$ cat src/rtl/core_pkg.sv
// Shared core definitions: register address width, forwarding select encoding
// and the forwarding-priority helper used by the hazard unit.
package core_pkg;

  localparam int REG_AW = 4;
  localparam logic [REG_AW-1:0] PC_REG = 4'd15;

  typedef enum logic [1:0] {
    FWD_RF = 2'b00,
    FWD_W  = 2'b01,
    FWD_M  = 2'b10
  } fwd_sel_t;

  // The Memory-stage producer is younger than the Writeback one, so it wins.
  function automatic fwd_sel_t fwdSelect(
    input logic [REG_AW-1:0] srcE,
    input logic [REG_AW-1:0] wa3M,
    input logic [REG_AW-1:0] wa3W,
    input logic              regWriteM,
    input logic              regWriteW
  );
    if (regWriteM && (srcE == wa3M))      return FWD_M;
    else if (regWriteW && (srcE == wa3W)) return FWD_W;
    else                                  return FWD_RF;
  endfunction

endpackage

$ cat src/rtl/hazard_unit_if.sv
// Hazard interface between the control unit (master) and the hazard unit (slave).
interface hazard_if #(
  parameter int CNT_W = 16
);
  import core_pkg::*;

  logic [REG_AW-1:0] RA1D;
  logic [REG_AW-1:0] RA2D;
  logic [REG_AW-1:0] WA3D;
  logic              RegWriteM;
  logic              RegWriteW;
  logic              MemtoRegE;
  logic              PCWrPendingF;
  logic              PCSrcW;
  logic              BranchTakenE;
  logic              clr_cnt;

  fwd_sel_t          ForwardAE;
  fwd_sel_t          ForwardBE;
  logic              StallF;
  logic              StallD;
  logic              FlushD;
  logic              FlushE;
  logic [CNT_W-1:0]  ldr_stall_cnt;
  logic [CNT_W-1:0]  br_flush_cnt;

  modport master (
    output RA1D, RA2D, WA3D, RegWriteM, RegWriteW, MemtoRegE,
           PCWrPendingF, PCSrcW, BranchTakenE, clr_cnt,
    input  ForwardAE, ForwardBE, StallF, StallD, FlushD, FlushE,
           ldr_stall_cnt, br_flush_cnt
  );

  modport slave (
    input  RA1D, RA2D, WA3D, RegWriteM, RegWriteW, MemtoRegE,
           PCWrPendingF, PCSrcW, BranchTakenE, clr_cnt,
    output ForwardAE, ForwardBE, StallF, StallD, FlushD, FlushE,
           ldr_stall_cnt, br_flush_cnt
  );

endinterface

$ cat src/rtl/hazard_unit_sat_counter.sv
// Saturating event counter with synchronous clear (clear beats increment).
module sat_counter #(
  parameter int CNT_W = 16
) (
  input  logic             clk,
  input  logic             reset,
  input  logic             inc,
  input  logic             clr,
  output logic [CNT_W-1:0] count
);

  always_ff @(posedge clk or negedge reset) begin
    if (!reset) begin
      count <= '0;
    end else if (clr) begin
      count <= '0;
    end else if (inc && (count != '1)) begin
      count <= count + CNT_W'(1);
    end
  end

endmodule

$ cat src/rtl/hazard_unit.sv
// Hazard detection and operand forwarding for the 5-stage pipeline, with its
// own E/M/W register-address shadow and load-use / branch-flush event counters.
module hazard_unit
  import core_pkg::*;
#(
  parameter int CNT_W = 16
) (
  input logic     clk,
  input logic     reset,
  hazard_if.slave hz
);

  logic [REG_AW-1:0] RA1E;
  logic [REG_AW-1:0] RA2E;
  logic [REG_AW-1:0] WA3E;
  logic [REG_AW-1:0] WA3M;
  logic [REG_AW-1:0] WA3W;
  logic              ldrStall;
  logic              flushE;

  always_comb begin
    ldrStall = hz.MemtoRegE & ((hz.RA1D == WA3E) | (hz.RA2D == WA3E));
    flushE   = ldrStall | hz.BranchTakenE;
  end

  always_comb begin
    hz.ForwardAE = fwdSelect(RA1E, WA3M, WA3W, hz.RegWriteM, hz.RegWriteW);
    hz.ForwardBE = fwdSelect(RA2E, WA3M, WA3W, hz.RegWriteM, hz.RegWriteW);
    hz.StallF    = ldrStall | hz.PCWrPendingF;
    hz.StallD    = ldrStall;
    hz.FlushD    = hz.PCWrPendingF | hz.PCSrcW | hz.BranchTakenE;
    hz.FlushE    = flushE;
  end

  // D -> E -> M -> W address shadow; E is never stalled, only flushed
  always_ff @(posedge clk or negedge reset) begin
    if (!reset) begin
      RA1E <= '0;
      RA2E <= '0;
      WA3E <= '0;
      WA3M <= '0;
      WA3W <= '0;
    end else begin
      if (flushE) begin
        RA1E <= '0;
        RA2E <= '0;
        WA3E <= '0;
      end else begin
        RA1E <= hz.RA1D;
        RA2E <= hz.RA2D;
        WA3E <= hz.WA3D;
      end
      WA3M <= WA3E;
      WA3W <= WA3M;
    end
  end

  sat_counter #(.CNT_W(CNT_W)) uLdrCnt (
    .clk   (clk),
    .reset (reset),
    .inc   (ldrStall),
    .clr   (hz.clr_cnt),
    .count (hz.ldr_stall_cnt)
  );

  sat_counter #(.CNT_W(CNT_W)) uBrCnt (
    .clk   (clk),
    .reset (reset),
    .inc   (hz.BranchTakenE),
    .clr   (hz.clr_cnt),
    .count (hz.br_flush_cnt)
  );

endmodule

$ cat src/flat_wrapper.sv
// flat-port wrapper written by rule: the top's interface ports become plain ports
module hazard_unit_flat import core_pkg::*;
#(
  parameter int CNT_W = 16
)
  (clk, reset, hz_RA1D, hz_RA2D, hz_WA3D, hz_RegWriteM, hz_RegWriteW, hz_MemtoRegE, hz_PCWrPendingF, hz_PCSrcW, hz_BranchTakenE, hz_clr_cnt, hz_ForwardAE, hz_ForwardBE, hz_StallF, hz_StallD, hz_FlushD, hz_FlushE, hz_ldr_stall_cnt, hz_br_flush_cnt);
  hazard_if #(.CNT_W(CNT_W)) hz_i ();
  input logic clk;
  input logic reset;
  input wire logic [$bits(hz_i.RA1D)-1:0] hz_RA1D;
  input wire logic [$bits(hz_i.RA2D)-1:0] hz_RA2D;
  input wire logic [$bits(hz_i.WA3D)-1:0] hz_WA3D;
  input wire logic [$bits(hz_i.RegWriteM)-1:0] hz_RegWriteM;
  input wire logic [$bits(hz_i.RegWriteW)-1:0] hz_RegWriteW;
  input wire logic [$bits(hz_i.MemtoRegE)-1:0] hz_MemtoRegE;
  input wire logic [$bits(hz_i.PCWrPendingF)-1:0] hz_PCWrPendingF;
  input wire logic [$bits(hz_i.PCSrcW)-1:0] hz_PCSrcW;
  input wire logic [$bits(hz_i.BranchTakenE)-1:0] hz_BranchTakenE;
  input wire logic [$bits(hz_i.clr_cnt)-1:0] hz_clr_cnt;
  output wire logic [$bits(hz_i.ForwardAE)-1:0] hz_ForwardAE;
  output wire logic [$bits(hz_i.ForwardBE)-1:0] hz_ForwardBE;
  output wire logic [$bits(hz_i.StallF)-1:0] hz_StallF;
  output wire logic [$bits(hz_i.StallD)-1:0] hz_StallD;
  output wire logic [$bits(hz_i.FlushD)-1:0] hz_FlushD;
  output wire logic [$bits(hz_i.FlushE)-1:0] hz_FlushE;
  output wire logic [$bits(hz_i.ldr_stall_cnt)-1:0] hz_ldr_stall_cnt;
  output wire logic [$bits(hz_i.br_flush_cnt)-1:0] hz_br_flush_cnt;
  assign hz_i.RA1D = hz_RA1D;
  assign hz_i.RA2D = hz_RA2D;
  assign hz_i.WA3D = hz_WA3D;
  assign hz_i.RegWriteM = hz_RegWriteM;
  assign hz_i.RegWriteW = hz_RegWriteW;
  assign hz_i.MemtoRegE = hz_MemtoRegE;
  assign hz_i.PCWrPendingF = hz_PCWrPendingF;
  assign hz_i.PCSrcW = hz_PCSrcW;
  assign hz_i.BranchTakenE = hz_BranchTakenE;
  assign hz_i.clr_cnt = hz_clr_cnt;
  assign hz_ForwardAE = hz_i.ForwardAE;
  assign hz_ForwardBE = hz_i.ForwardBE;
  assign hz_StallF = hz_i.StallF;
  assign hz_StallD = hz_i.StallD;
  assign hz_FlushD = hz_i.FlushD;
  assign hz_FlushE = hz_i.FlushE;
  assign hz_ldr_stall_cnt = hz_i.ldr_stall_cnt;
  assign hz_br_flush_cnt = hz_i.br_flush_cnt;
  hazard_unit #(.CNT_W(CNT_W)) u_core (.clk(clk), .reset(reset), .hz(hz_i));
endmodule
$ cat config.mk
export PLATFORM = sky130hd
export DESIGN_NAME = hazard_unit_flat
export DESIGN_NICKNAME = d
export VERILOG_FILES = /design/src/rtl/core_pkg.sv /design/src/rtl/hazard_unit_if.sv /design/src/rtl/hazard_unit_sat_counter.sv /design/src/rtl/hazard_unit.sv /design/src/flat_wrapper.sv
export SDC_FILE = /design/constraint.sdc
export NUM_CORES = 1
export LEC_CHECK = 0
export CAP_MARGIN = 20
export CELL_PAD_IN_SITES_DETAIL_PLACEMENT = 1
export CELL_PAD_IN_SITES_GLOBAL_PLACEMENT = 2
export CORE_MARGIN = 10
export CORE_UTILIZATION = 32
export DETAILED_ROUTE_END_ITERATION = 16
export PLACE_DENSITY = 0.81
export SETUP_SLACK_MARGIN = 0.4
export SYNTH_ARGS = -nofsm -noshare
export SYNTH_HDL_FRONTEND = slang
export SYNTH_HIERARCHICAL = 1
export SYNTH_SLANG_ARGS = --single-unit
$ cat constraint.sdc
create_clock -name clk -period 2.8 [get_ports clk]
set_input_delay 0.28 -clock clk [delete_from_list [all_inputs] [get_ports clk]]
set_output_delay 0.28 -clock clk [all_outputs]
set_load 0.005 [all_outputs]
# After elaboration in Yosys (flattened, before gate mapping)
# Cells that the tools add are included.
dict set report op_classes {
  add_sub_neg 2
  mux 11
  n_bitwise 6
  eq_ne 8
  n_reduce_logical 8
}
# op count
set ops {}
lappend ops {{16-bit 2-to-1 mux} 4}
lappend ops {{16-bit by 1-bit adder with 16-bit output, second input constant} 2}
lappend ops {{16-bit != test, second input constant} 2}
lappend ops {{4-bit == test} 6}
lappend ops {{4-bit 2-to-1 mux} 3}
lappend ops {{1-bit logical AND} 6}
lappend ops {{1-bit OR} 5}
lappend ops {{2-bit 2-to-1 mux} 2}
lappend ops {{2-bit nonzero test} 2}
lappend ops {{1-bit 2-to-1 mux} 2}
lappend ops {{1-bit bitwise AND} 1}
dict set report word_totals {
  regBits 52
  output_inout_bits 40
  in_bits 21
  wordCells 42
}

# Depth between registers and ports, before layout
dict set report logic_depth {
  depth_word 6
  depth_mapped 9
  mapped_depth_nobuf 6
}

# Cells and area by module
# Netlist, hierarchy kept.
# module cells_each instances seq_area_each_um2 area_each_um2
set modules_own_cells {}
lappend modules_own_cells {sat_counter 98 2 400.4 942.2}
lappend modules_own_cells {hazard_unit 74 1 500.5 905.9}

# Worst setup path after synthesis
# No wires, ideal clock.
dict set report synth_timing {
  kind {reg-to-reg}
  start {register u_core.WA3E[0]}
  end {register u_core.uLdrCnt.count[3]}
  t_arrival_ps 2064
  path_stages_with_launch 9
  setup_time_ps 78
  required_time_ps 2722
  path_slack_ps 658
  path_buffers 2
  period_less_slack_ps 2142
  path_cell_list {dfrtp_1 xnor2_1 nand4_1 a21boi_2 buf_6 inv_1 clkbuf_1 or4_2 a21oi_1}
}
dict set report synth_between {
  elab_chain_len 5
  word_cells_on_any_way 6
  classes_between {eq/ne: 2; bitwise: 2; reduce/logical: 2}
}
# item line_no
set synth_rtl {}
lappend synth_rtl {{start: declaration} hazard_unit.sv:15} ;# logic [REG_AW-1:0] WA3E;
lappend synth_rtl {{start signal: assignment} hazard_unit.sv:51} ;# WA3E <= hz.WA3D;
lappend synth_rtl {{4-bit == test} hazard_unit.sv:22} ;# ldrStall = hz.MemtoRegE & ((hz.RA1D == WA3E) | (hz.RA2D == WA3E));
lappend synth_rtl {{1-bit OR (*)} hazard_unit.sv:22}
lappend synth_rtl {{1-bit bitwise AND (*)} hazard_unit.sv:22}
lappend synth_rtl {{via hz_StallD} flat_wrapper.sv:23} ;# output wire logic [$bits(hz_i.StallD)-1:0] hz_StallD;
lappend synth_rtl {{1-bit logical AND (*)} hazard_unit_sat_counter.sv:17} ;# end else if (inc && (count != '1)) begin
lappend synth_rtl {{2-bit nonzero test (no source line) (*)} n/a}
lappend synth_rtl {{end signal: assignment} hazard_unit_sat_counter.sv:18} ;# count <= count + CNT_W'(1);
lappend synth_rtl {{end: declaration} hazard_unit_sat_counter.sv:9} ;# output logic [CNT_W-1:0] count
# The timed path passes the listed nets; every way through them passes the cells marked *.
# A chain may end at the register's enable or synchronous reset.

# Worst setup path in the final report
dict set report layout_timing {
  start {register u_core.WA3E[0]}
  end {output port hz_FlushE}
}
dict set report layout_between {
  elab_chain_len 4
  word_cells_on_any_way 5
  classes_between {eq/ne: 2; bitwise: 3}
}
# item line_no
set layout_rtl {}
lappend layout_rtl {{4-bit == test} hazard_unit.sv:22}
lappend layout_rtl {{1-bit OR (*)} hazard_unit.sv:22}
lappend layout_rtl {{1-bit bitwise AND (*)} hazard_unit.sv:22}
lappend layout_rtl {{1-bit OR (*)} hazard_unit.sv:23} ;# flushE = ldrStall | hz.BranchTakenE;
lappend layout_rtl {{end: declaration} flat_wrapper.sv:25} ;# output wire logic [$bits(hz_i.FlushE)-1:0] hz_FlushE;
# Every way passes the cells marked *; elsewhere a longest branch is shown, timed or not.

==> reports/results.tsv <==
stage	metric	value	unit
synth	Syn Nets	293	
power	combinational power share	0.121	
clock_tree	CTS sink cnt	52	
setup_path	Max stage delay on crit path	490	ps
power	sw power	0.3644	mW
route	routed len/inst	17.91	um
sta	Worst Clk Skew	3.748	ps
setup_path	CP arrival	2020	ps
setup_path	setup slack, reg-to-reg	560	ps
final_layout	share of layout cells above drive strength 1	0.1243	
floorplanning	io pins	61	
synth	YS warnings	6	
synth	Mean Syn Cell Area	10.33	um2
clock_tree	worst-skew pair later-pin latency	300	ps
grt	gr usage total	0.1255	
synth	Distinct cells, synth	33	
setup_path	delay-heaviest family, CP	buffers and inverters	
power	Clk network pwr share	0.348	
grt	initial antenna violation count	0	
synth	Main synth FF type	dfrtp_1	
power	switching share of power	0.2436	
setup_path	crit path max fanout	6	
sta	Final Slew Violations	0	
grt	vias in the first global route	2599	
setup_path	Crit-path slowest cell	clkdlybuf4s50_1	
final_layout	Area Overhead vs Synth	31.93	%
sta	fmax	0.4339	GHz
outcome	status	complete, no violations	
synth	Post-Syn Area	0.002790	mm2
clock_tree	cts bufs inserted	5	
clock_tree	CTS H-tree lvls	2	
synth	post-synthesis sequential area ratio	0.4664	
sta	Worst Tran Pin Value	820.1	ps
final_layout	diode count	0	
route	Remaining DRCs	0	
power	Seq pwr share	0.531	
grt	largest net degree at the start of global routing	53	
route	DR vias	2414	
setup_path	CP required	2520	ps
route	DRC marker count from the first detailed-route iteration	80	
sta	setup TNS	0	ps
clock_tree	clock buffer depth	2	
setup_path	crit-path cells	xnor2_1 > nand4_1 > a21boi_2 > buf_6 > or2_2 > clkdlybuf4s50_1	
placement	gp weighted congestion	0.7788	
clock_tree	clock tree root driver cell	clkbuf_8	
clock_tree	clock slew at reported path FFs	90	ps
sta	Final Hold Fails	0	
synth	Mapped Cells	270	
floorplanning	Die Footprint	0.01285	mm2
power	worst vdd ir	0.1708	mV
synth	Async SR Flop Fraction	1.000	
power	standby leakage power	1.487	nW
floorplanning	die height	113.4	um
grt	global-route wire length before repair	13.52	mm
route	Post-DRT Antenna Nets	0	
clock_tree	CTS tree	yes	
sta	unrepaired setup endpoints after global routing	no	
setup_path	startpoint type of the worst setup path	register	
route	DRT Pass-1 Iters	4	
floorplanning	Initial Util	0.3247	
final_layout	Final Cell Area	0.003681	mm2
final_layout	NumNets Final	360	
sta	Tmin final	2304	ps
power	Pwr Density	406.3	mW/mm2
synth	Yosys reg bits	52	
placement	Placed Area	0.003526	mm2
setup_path	crit end category	primary output	
setup_path	Setup CP Type	reg -> out	
route	final WL	7.989	mm
sta	Tcrit/Tclk final	0.8230	
grt	remaining global-route overflow	0	
synth	Post-synth EDFFs	0	
placement	I/O Buffers	60	
flow_run	# Max-Cap Violations	0	
floorplanning	FP Rows	34	
route	Vias/cell	5.413	
power	Pint	1.131	mW
floorplanning	Die W	113.4	um
setup_path	WP buf/inv	2	
floorplanning	Core Footprint	0.008593	mm2
placement	HPWL after DPL	5.742	mm
worst_hold_path	hold crit path type	reg -> reg	
sta	worst-case headroom to the max-slew limit	0.4516	
sta	Final Setup Violations	0	
## Yosys cell counts, types with 6 or more instances
| cell type | n | area [um2] |
|---|---|---|
| dfrtp_1 | 52 | 1301 |
| a21oi_1 | 22 | 110.1 |
| nand2_1 | 14 | 52.55 |
| nand4_1 | 14 | 87.58 |
| o31ai_1 | 14 | 105.1 |
| nor3b_1 | 12 | 90.09 |
| xnor2_1 | 12 | 105.1 |
| xor2_1 | 12 | 105.1 |
| nor2_1 | 10 | 37.54 |
| nor4_1 | 10 | 62.56 |
| or4_1 | 10 | 75.07 |
| clkbuf_1 | 9 | 33.78 |
| mux2_1 | 8 | 90.09 |
| nand3_1 | 8 | 40.04 |
| nor2b_1 | 8 | 50.05 |
| inv_1 | 6 | 22.52 |
| o21ai_1 | 6 | 30.03 |
## power by group through the flow
stage               combinational, mW  sequential, mW  clock, mW
detailed placement              0.177           0.809          0
global route                    0.201           0.798      0.570
floorplan                      0.0808           0.805          0
global placement                0.175           0.808          0
finish                          0.181           0.794      0.521
CTS                             0.184           0.794      0.541
## state kept, by name, indices dropped and copies added (netlist names)
register,cells
u_core/RA2E,4
u_core/WA3M,4
u_core/WA3E,4
u_core/WA3W,4
u_core/RA1E,4
u_core/uBrCnt/count,16
u_core/uLdrCnt/count,16
## worst paths after layout
kind                                           endpoint      startpoint  cells after the start
worst max-delay path                          hz_FlushE  u_core/WA3E[0]                      6
worst min-delay path                     u_core/WA3W[0]  u_core/WA3M[0]                      0
worst max register to register  u_core/uLdrCnt/count[3]  u_core/WA3E[0]                      6
worst min register to register           u_core/WA3W[0]  u_core/WA3M[0]                      0
max in group asynchronous                u_core/WA3E[2]           reset                      3
min in group asynchronous       u_core/uBrCnt/count[10]           reset                      3
## cell usage in the layout, fill, tap and decap left out, drive strengths merged, types with 6 or more instances in the layout
cell	n
a21oi	22
buf	12
clkdlybuf4s50	59
dfrtp	52
inv	6
mux2	8
nand2	14
nand3	8
nand4	16
nor2	10
nor2b	8
nor3b	12
nor4	12
o21ai	8
o31ai	14
or3	7
or4	14
xnor2	12
xor2	12
## stage by stage
stage	hold WS (ps)	total power, mW	setup WS [ps]	utilization	instances
2_1_floorplan	-15.59	0.8857	658.1	-	270
4_1_cts	446.6	1.519	477.8	0.4275	446
5_1_grt	455.4	1.570	401.8	0.4284	446
6_report	442.0	1.496	495.6	0.4284	446
3_3_place_gp	301.2	0.9830	349.6	0.4103	434
3_5_place_dp	299.3	0.9863	299.7	0.4103	434
## per-layer routing
metal  vias up  track usage  share of wire
met3         5      0.03517          0.056
met4         0      0.02538         0.0058
li1       1144            -              -
met5         -            0              0
met2        47       0.2139           0.50
met1      1218       0.1545           0.44
## cells by family (layout without fill, tap and decap cells)
kind of cell | count (synthesis) | count (layout) | share of synthesized area
buffers and inverters | 18 | 86 | 0.03228
flip-flops | 52 | 52 | 0.4664
AO/OA/AOI/OAI | 49 | 49 | 0.1135
adder cells (fa/ha/maj) | 2 | 2 | 0.008967
multiplexers | 8 | 8 | 0.03229
AND/OR/NAND/NOR | 117 | 117 | 0.2713
XOR/XNOR | 24 | 24 | 0.07534
## timing repair
action	in CTS	in global routing
endpoints found under the setup margin	2	2
setup buffers	3	0
hold buffers	1	0
gates cloned	0	0
gates resized for setup	1	1
hold endpoints to repair	52	0
pin swaps	0	0
## area by class of cell
type / count / area (um2)
clock buffers: 5 / 68.82
clock inverters: 3 / 42.54
fillers: 958 / 4912
inverters: 6 / 22.52
multi-input cells: 200 / 1406
flip-flops and latches: 52 / 1301
well taps: 108 / 135.1
repair buffers: 72 / 704.4
Note: power is estimated with default switching activity, not from simulation.
